`src/rtl/dma_pkg.sv`:
```
// -----------------------------------------------------------------------------
// dma_pkg
// Shared types and constants for the DMG OAM DMA sequencer.
//   dma_state_t   : sequencer states (IDLE, START, XFER)
//   DMA_REG_ADDR  : CPU address of the DMA source register
//   OAM_LEN       : bytes copied per transfer
//   ECHO_MASK/BASE: echo-RAM folding of the source page
//   src_page()    : maps a written register value to the page actually read
// -----------------------------------------------------------------------------
package dma_pkg;

  typedef enum logic [1:0] {
    IDLE  = 2'd0,
    START = 2'd1,
    XFER  = 2'd2
  } dma_state_t;

  localparam logic [15:0] DMA_REG_ADDR = 16'hFF46;
  localparam int          OAM_LEN      = 160;
  localparam logic [7:0]  ECHO_MASK    = 8'hDF;
  localparam logic [7:0]  ECHO_BASE    = 8'hE0;

  // Pages E0..FF alias the work RAM 8 KiB below, so bit 5 is dropped there.
  function automatic logic [7:0] src_page(input logic [7:0] value);
    return (value >= ECHO_BASE) ? (value & ECHO_MASK) : value;
  endfunction

endpackage

```
`src/rtl/dma_idx_counter.sv`:
```
// -----------------------------------------------------------------------------
// dma_idx_counter
// 9-bit byte index for the OAM DMA. Loads 0, increments or holds on each
// enabled edge; terminal count flags the last byte of a transfer.
//   clk, reset  : clock, synchronous active-high reset
//   en_i        : advance enable (M-cycle strobe)
//   load0_i     : restart the index at 0 (takes priority over inc_i)
//   inc_i       : step to the next byte
//   idx_nxt_o   : low byte of the index the counter will hold after this edge
//   tc_o        : current index is LEN-1
// -----------------------------------------------------------------------------
module dma_idx_counter
  import dma_pkg::*;
#(
  parameter int LEN = OAM_LEN
) (
  input  logic       clk,
  input  logic       reset,
  input  logic       en_i,
  input  logic       load0_i,
  input  logic       inc_i,
  output logic [7:0] idx_nxt_o,
  output logic       tc_o
);

  logic [8:0] idx_q;
  logic [8:0] idx_d;

  // NOTE: every combinational output gets a default before any branch, so no
  // path leaves it unassigned and no latch is inferred.
  always_comb begin
    idx_d = idx_q;
    if (load0_i) begin
      idx_d = '0;
    end else if (inc_i) begin
      idx_d = idx_q + 9'd1;
    end
  end

  // NOTE: state registers use non-blocking assignments so every flop samples
  // pre-edge values regardless of process evaluation order.
  always_ff @(posedge clk) begin
    if (reset) begin
      idx_q <= '0;
    end else if (en_i) begin
      idx_q <= idx_d;
    end
  end

  assign idx_nxt_o = idx_d[7:0];
  assign tc_o      = (idx_q == 9'(LEN - 1));

endmodule

```
`src/rtl/oam_dma_ctrl.sv`:
```
// -----------------------------------------------------------------------------
// oam_dma_ctrl
// Sequencer for the DMG OAM DMA engine. A CPU write to the DMA register
// starts a copy of LEN bytes from {src_hi, 8'h00} into OAM, one byte per
// M-cycle, with a one-cycle read->write pipeline. All outputs are registered.
//   clk, reset     : clock, synchronous active-high reset (ignores mcyc_en)
//   mcyc_en        : M-cycle strobe; state only advances when high
//   cpu_wr/addr/wdata : CPU write port (qualified by mcyc_en)
//   rd_data        : bus data for the DMA read issued this M-cycle
//   ff46_rdata     : last value written to the DMA register
//   dma_rd_en/addr : DMA bus read this M-cycle
//   oam_wr_en/addr/data : OAM write this M-cycle
//   dma_busy       : transfer pending or active
//   cpu_bus_block  : CPU external-bus accesses must be ignored
// -----------------------------------------------------------------------------
module oam_dma_ctrl
  import dma_pkg::*;
#(
  parameter int          LEN         = OAM_LEN,
  parameter int          START_DELAY = 1,
  parameter logic [15:0] REG_ADDR    = DMA_REG_ADDR
) (
  input  logic        clk,
  input  logic        reset,
  input  logic        mcyc_en,
  input  logic        cpu_wr,
  input  logic [15:0] cpu_addr,
  input  logic [7:0]  cpu_wdata,
  input  logic [7:0]  rd_data,
  output logic [7:0]  ff46_rdata,
  output logic        dma_rd_en,
  output logic [15:0] dma_rd_addr,
  output logic        oam_wr_en,
  output logic [7:0]  oam_wr_addr,
  output logic [7:0]  oam_wr_data,
  output logic        dma_busy,
  output logic        cpu_bus_block
);

  localparam int DW = $clog2(START_DELAY + 1);

  dma_state_t  state_q, state_d;
  logic [DW-1:0] dly_q, dly_d;
  logic [7:0]  pend_src_q, pend_src_d;   // page latched by the last register write
  logic [7:0]  src_q, src_d;             // page the running transfer reads from
  logic        blk_hold_q, blk_hold_d;   // START entered while the bus was owned
  logic [7:0]  ff46_q, ff46_d;

  logic        rd_en_q, rd_en_d;
  logic [15:0] rd_addr_q, rd_addr_d;
  logic        wr_en_q, wr_en_d;
  logic [7:0]  wr_addr_q, wr_addr_d;
  logic [7:0]  wr_data_q, wr_data_d;
  logic        busy_q, busy_d;
  logic        blk_q, blk_d;

  logic        wr_hit;
  logic        old_more;
  logic        idx_load0;
  logic        idx_inc;
  logic [7:0]  idx_nxt;
  logic        idx_tc;

  dma_idx_counter #(
    .LEN (LEN)
  ) u_idx (
    .clk       (clk),
    .reset     (reset),
    .en_i      (mcyc_en),
    .load0_i   (idx_load0),
    .inc_i     (idx_inc),
    .idx_nxt_o (idx_nxt),
    .tc_o      (idx_tc)
  );

  assign wr_hit   = cpu_wr && (cpu_addr == REG_ADDR);
  // A read is issued this cycle and it is not the last byte: the running
  // transfer continues next cycle, even inside a restart's START window.
  assign old_more = rd_en_q && !idx_tc;

  always_comb begin
    state_d    = state_q;
    dly_d      = dly_q;
    pend_src_d = pend_src_q;
    src_d      = src_q;
    blk_hold_d = blk_hold_q;
    ff46_d     = ff46_q;
    rd_en_d    = 1'b0;
    idx_load0  = 1'b0;
    idx_inc    = 1'b0;

    if (wr_hit) begin
      state_d    = START;
      dly_d      = DW'(START_DELAY);
      pend_src_d = src_page(cpu_wdata);
      ff46_d     = cpu_wdata;
      // Restarting over a live transfer keeps the bus owned across the gap.
      blk_hold_d = (state_q == XFER) || ((state_q == START) && blk_hold_q);
      rd_en_d    = old_more;
      idx_inc    = old_more;
    end else begin
      unique case (state_q)
        START: begin
          dly_d = dly_q - DW'(1);
          if (dly_q == DW'(1)) begin
            state_d    = XFER;
            src_d      = pend_src_q;
            blk_hold_d = 1'b0;
            rd_en_d    = 1'b1;
            idx_load0  = 1'b1;
          end else begin
            rd_en_d = old_more;
            idx_inc = old_more;
          end
        end
        XFER: begin
          if (idx_tc) begin
            state_d = IDLE;
          end else begin
            rd_en_d = 1'b1;
            idx_inc = 1'b1;
          end
        end
        default: ;
      endcase
    end

    rd_addr_d = rd_en_d ? {src_d, idx_nxt} : 16'h0000;
    // The byte read this cycle is written to OAM in the next one.
    wr_en_d   = rd_en_q;
    wr_addr_d = rd_en_q ? rd_addr_q[7:0] : 8'h00;
    wr_data_d = rd_en_q ? rd_data : 8'h00;
    busy_d    = (state_d != IDLE) || wr_en_d;
    blk_d     = rd_en_d || wr_en_d || ((state_d == START) && blk_hold_d);
  end

  always_ff @(posedge clk) begin
    if (reset) begin
      state_q    <= IDLE;
      dly_q      <= '0;
      pend_src_q <= 8'h00;
      src_q      <= 8'h00;
      blk_hold_q <= 1'b0;
      ff46_q     <= 8'hFF;
      rd_en_q    <= 1'b0;
      rd_addr_q  <= 16'h0000;
      wr_en_q    <= 1'b0;
      wr_addr_q  <= 8'h00;
      wr_data_q  <= 8'h00;
      busy_q     <= 1'b0;
      blk_q      <= 1'b0;
    end else if (mcyc_en) begin
      state_q    <= state_d;
      dly_q      <= dly_d;
      pend_src_q <= pend_src_d;
      src_q      <= src_d;
      blk_hold_q <= blk_hold_d;
      ff46_q     <= ff46_d;
      rd_en_q    <= rd_en_d;
      rd_addr_q  <= rd_addr_d;
      wr_en_q    <= wr_en_d;
      wr_addr_q  <= wr_addr_d;
      wr_data_q  <= wr_data_d;
      busy_q     <= busy_d;
      blk_q      <= blk_d;
    end
  end

  assign ff46_rdata    = ff46_q;
  assign dma_rd_en     = rd_en_q;
  assign dma_rd_addr   = rd_addr_q;
  assign oam_wr_en     = wr_en_q;
  assign oam_wr_addr   = wr_addr_q;
  assign oam_wr_data   = wr_data_q;
  assign dma_busy      = busy_q;
  assign cpu_bus_block = blk_q;

endmodule

```
`config.mk`:
```
export PLATFORM = sky130hd
export DESIGN_NAME = oam_dma_ctrl
export DESIGN_NICKNAME = d
export VERILOG_FILES = /design/src/rtl/dma_pkg.sv /design/src/rtl/dma_idx_counter.sv /design/src/rtl/oam_dma_ctrl.sv
export SDC_FILE = /design/constraint.sdc
export NUM_CORES = 1
export LEC_CHECK = 0
export CAP_MARGIN = 20
export CORE_ASPECT_RATIO = 0.75
export CORE_UTILIZATION = 45
export DETAILED_ROUTE_END_ITERATION = 16
export GPL_TIMING_DRIVEN = 0
export PLACE_DENSITY = 0.78
export SYNTH_ARGS = -nofsm -noshare
export SYNTH_HDL_FRONTEND = slang
export SYNTH_SLANG_ARGS = --single-unit
```
`constraint.sdc`:
```
create_clock -name clk -period 4.1 [get_ports clk]
set_input_delay 0.82 -clock clk [delete_from_list [all_inputs] [get_ports clk]]
set_output_delay 0.82 -clock clk [all_outputs]
set_load 0.03 [all_outputs]
```
# After elaboration in Yosys (flattened, before gate mapping)
# Cells that the tools add are included.
# W data, S select, Z words.
[op_classes]
n_mux = 28
reduce_logical = 15
addsub = 2
magnitude_cmp = 1
n_eq_ne = 5
[ops]
columns = ["operator", "n"]
rows = [
  ["$mux W8", 5],
  ["$mux W9", 2],
  ["$eq A16 B16 Y1 const B", 1],
  ["$mux W16", 1],
  ["$mux W1", 13],
  ["$add A9 B1 Y9 const B", 1],
  ["$eq A9 B8 Y1 const B", 1],
  ["$ge A8 B8 Y1 const B", 1],
  ["$mux W2", 3],
  ["$mux W6", 1],
  ["$reduce_and A2 Y1", 3],
  ["$reduce_bool A2 Y1", 3],
  ["$eq A2 B1 Y1 const B", 2],
  ["$logic_and A1 B1 Y1", 4],
  ["$logic_or A1 B1 Y1", 4],
  ["$pmux W1 S2", 2],
  ["$pmux W2 S2", 1],
  ["$eq A2 B2 Y1 const B", 1],
  ["$logic_not A1 Y1", 1],
  ["$sub A1 B1 Y1 const B", 1],
]
[totals]
out_inout_bits = 44
in_bits = 36
reg_bits = 73

# Longest topological paths before layout
[logic_depth]
word_depth = 9
mapped_depth = 8
mapped_depth_nobuf = 8

# Hierarchy
# A second synthesis with hierarchy kept.
[unflattened]
hier_cells = 372
area_unflattened_um2 = 3313.2
[by_module_without_submodules]
columns = ["mod", "area_per_inst_um2", "cells_per_inst", "n_inst"]
rows = [
  ["oam_dma_ctrl", 2578.7, 279, 1],
  ["dma_idx_counter", 734.5, 93, 1],
]

# Least setup slack after synthesis
# OpenSTA, ideal clock, no wires.
[synth_path]
kind = "input to register"
from = "in cpu_addr[4]"
to = "reg u_idx.idx_q[5]"
n_path_buf = 0
path_stages = 6
t_required_ns = 4.014
arrival_time_ns = 2.691
setup_slack_ns = 1.323
setup_time_ns = 0.086
cell_sequence = "or2_1 > or4_4 > o31ai_4 > o21ai_2 > or4_1 > a211oi_1"
[synth_via]
elab_chain_len = 5
[synth_lines]
columns = ["item", "line_no", "text"]
rows = [
  ["from (decl)", "oam_dma_ctrl.sv:27", "input logic [15:0] cpu_addr,"],
  ["$eq A16 B16 Y1 *", "oam_dma_ctrl.sv:76", "assign wr_hit = cpu_wr && (cpu_addr == REG_ADDR);"],
  ["$logic_and A1 B1 Y1 *", "oam_dma_ctrl.sv:76", ""],
  ["$mux W1", "oam_dma_ctrl.sv:92", "if (wr_hit) begin"],
  ["$mux W9", "dma_idx_counter.sv:35", "end else if (inc_i) begin"],
  ["$mux W9 *", "dma_idx_counter.sv:33", "if (load0_i) begin"],
  ["to (signal assigned)", "dma_idx_counter.sv:46", "idx_q <= idx_d;"],
  ["to (decl)", "dma_idx_counter.sv:26", "logic [8:0] idx_q;"],
]
# Every way passes the cells marked *; elsewhere a longest branch is shown, timed or not. The select of a mux whose other input is x is not followed.
# A chain may end at the register's enable or synchronous reset.

# Worst setup path after layout
[layout_path]
from = "in cpu_addr[4]"
to = "reg u_idx.idx_q[2]"
# The elaborated chain is that of the path after synthesis.

==> out/metrics.cfg <==
[clock_network]
clock_path_buffers=2
htreeDepth=3
clock-root-buffer=clkbuf_8
cts_tree=yes
cts_resized=0
cts.sink_count=73
cts-hold-fix-buffers=0
cts_buffers=9
cts_setup_buffers=0
cts.clk_slew.worst_paths_ns=0.08
clk_latency_ns=0.35

[timing]
fmax_mhz=312.9
tightest_slew_ns=0.7568
setup_ws_ns=0.9039
slew_viol_final=0
worst_hold_slack_ns=0.4573
hold_viol_final=0
finalSetupViolations=0
fin_crit_sh_pct=77.95
setup_tns_ns=0
skew_ns=0.008928
rsz0062_at_grt=no
relSlewSlack_pct=48.83
fin_crit_ns=3.196

[setup_path]
crit_arrival_ns=3.47
critPathRequiredTime_ns=4.37
critPathCaptureType=register
critPathMaxFanout=10
start_kind=input pin
crit_type=in -> reg

[place]
dp_hpwl_um=6262
port_buffers=78
placedInstanceArea_mm2=0.004036
dpl_worst_slack_ns=0.5925
dp_cells=548
gp_congestion=0.9037

[layout]
multi_input_area_mm2=0.001569
syn_to_final_growth_pct=35.03
design_area_mm2=0.004254
nFillCells=586
ff_latch_area_mm2=0.001461
nets=514
drive_above_1_share_pct=3.958
utilization_pct=62.57
fin_cells=564
diodes=0

[synth]
synth-simple-area-share_pct=21.72
synth_cells=386
synth-xor-area-share_pct=1.112
synth_top_family_by_area=compound AO/OA/AOI/OAI gates
synth_common_cells=nand2_1 (82), dfxtp_1 (73), a21oi_1 (37), nor2_1 (30)
synth_adder_area_share_pct=1.191
yosys_most_used_dff=dfxtp_1
synth-edff-count=0
async_flop_share_pct=0
synth_top_cell_by_area=dfxtp_1
synth-seq-cells=73
yosys-top-cells-area=dfxtp_1 (46%), nand2_1 (9.8%), a21oi_1 (5.9%)
avgSynthCellArea_um2=8.162
synth.mux.area_fraction_pct=3.495
synth_top_area_share_pct=46.39
synth_area_mm2=0.003151
yosysUniqueCellTypes=47
ys_warn_count=0
synth-seq-area-share_pct=46.39
yosysMostFrequentCell=nand2_1
synth_compound_area_share_pct=22.28
synth_fp_nets=425

[drt]
dr.pass1.iters=5
routed_wl_um=8598
via_per_inst=5.658
vias=3191
drt_iter0_drc=249
wl_per_cell_um=15.24
drc=0
ant_nets=0

[global_route]
grt_pass1_wl_um=13700
first_global_vias=2853
track_usage_pct=24.18
antenna_found_initial=0
globalRouteOverflowTotal=0
grt_max_degree=14

[hold_path]
hold_class=reg -> reg

[power_and_ir_drop]
pwr_density_cell_mw_per_mm2=331.3
worst_ir_drop_vdd_mv=0.1760
p_leak_nw=1.371
total_power_mw=1.409

[die]
fp.coreArea_mm2=0.006799
die_height_um=74.47
initial_utilization_pct=46.34
num_io_pins=80
chipWidth_um=98.62
num_rows=26
die_area_mm2=0.007343

[job]
maxCapViolations=0

[outcome]
status=finished, final reports clean

-- critical path, stage by stage --
cell and delay, ns:
clkdlybuf4s50_1 0.39, or2_1 0.24, nor4_1 0.59, a21o_1 0.20, clkbuf_1 0.38, nand2_1 0.24
or4_1 0.45, a31oi_1 0.17
-- final cells by class --
cell class | instances | share of cell area (%)
multi-input combinational | 281 | 36.88
sequential | 73 | 34.35
timing repair buffer | 78 | 18.35
clock buffer | 10 | 3.000
tap | 84 | 2.471
clock inverter | 6 | 2.118
buffer | 21 | 1.853
inverter | 11 | 0.9706
-- metal layers --
| metal | part of all wire (%) | global-route usage, % | vias up |
|---|---|---|---|
| li1 | - | - | 1551 |
| met1 | 47 | 31.94 | 1486 |
| met2 | 44 | 38.73 | 146 |
| met3 | 8.3 | 7.331 | 8 |
| met4 | 0.81 | 7.131 | 0 |
| met5 | 0 | 0 | - |
-- sequential cells by signal, indices dropped and copies added, names as in the netlist --
| register | count |
|---|---|
| dma_rd_addr | 16 |
| u_idx.idx_q | 9 |
| dma_busy | 1 |
| oam_wr_addr | 8 |
| src_q | 8 |
| oam_wr_en | 1 |
| state_q | 2 |
| dly_q | 1 |
| ff46_rdata | 8 |
| blk_hold_q | 1 |
| cpu_bus_block | 1 |
| oam_wr_data | 8 |
| pend_src_q | 8 |
| dma_rd_en | 1 |
-- final timing paths --
| path | slack, ns | cells past startpoint | end | start |
|---|---|---|---|---|
| max reg2reg | 1.32 | 5 | dma_rd_addr[15]$_SDFFE_PP0P_ | u_idx.idx_q[7]$_SDFFE_PP0P_ |
| max | 0.90 | 8 | u_idx.idx_q[2]$_SDFFE_PP0P_ | cpu_addr[4] |
| min reg2reg | 0.46 | 2 | dma_rd_addr[10]$_SDFFE_PP0P_ | dma_rd_addr[10]$_SDFFE_PP0P_ |
| min | 0.46 | 2 | dma_rd_addr[10]$_SDFFE_PP0P_ | dma_rd_addr[10]$_SDFFE_PP0P_ |
-- power by group --
group	switching, mW	internal (mW)	leakage (nW)
logic	0.0358	0.0374	0.676
registers	0.000776	0.710	0.588
clock network	0.281	0.345	0.107
-- kinds of logic after synthesis --
group                    Yosys count
AND/OR/NAND/NOR                  153
AO/OA/AOI/OAI                    110
flip-flops                        73
buffers and inverters             32
multiplexers                      11
XOR/XNOR                           4
adder cells (fa/ha/maj)            3
-- placed cells by master (no fill, tap or decap), drive strengths merged, types with 3 or more instances in the layout --
cell type / count
nand2: 82
clkdlybuf4s50: 78
dfxtp: 73
a21oi: 37
nor2: 30
clkbuf: 29
o21ai: 21
a22oi: 16
nand3: 13
mux2i: 11
inv: 11
a31oi: 8
o31ai: 5
or4: 5
o2111ai: 4
o211ai: 4
a211oi: 4
or3: 4
nand4: 3
and3: 3
nor2b: 3
ha: 3
clkinv: 3
Note: power is estimated with default switching activity, not from simulation.
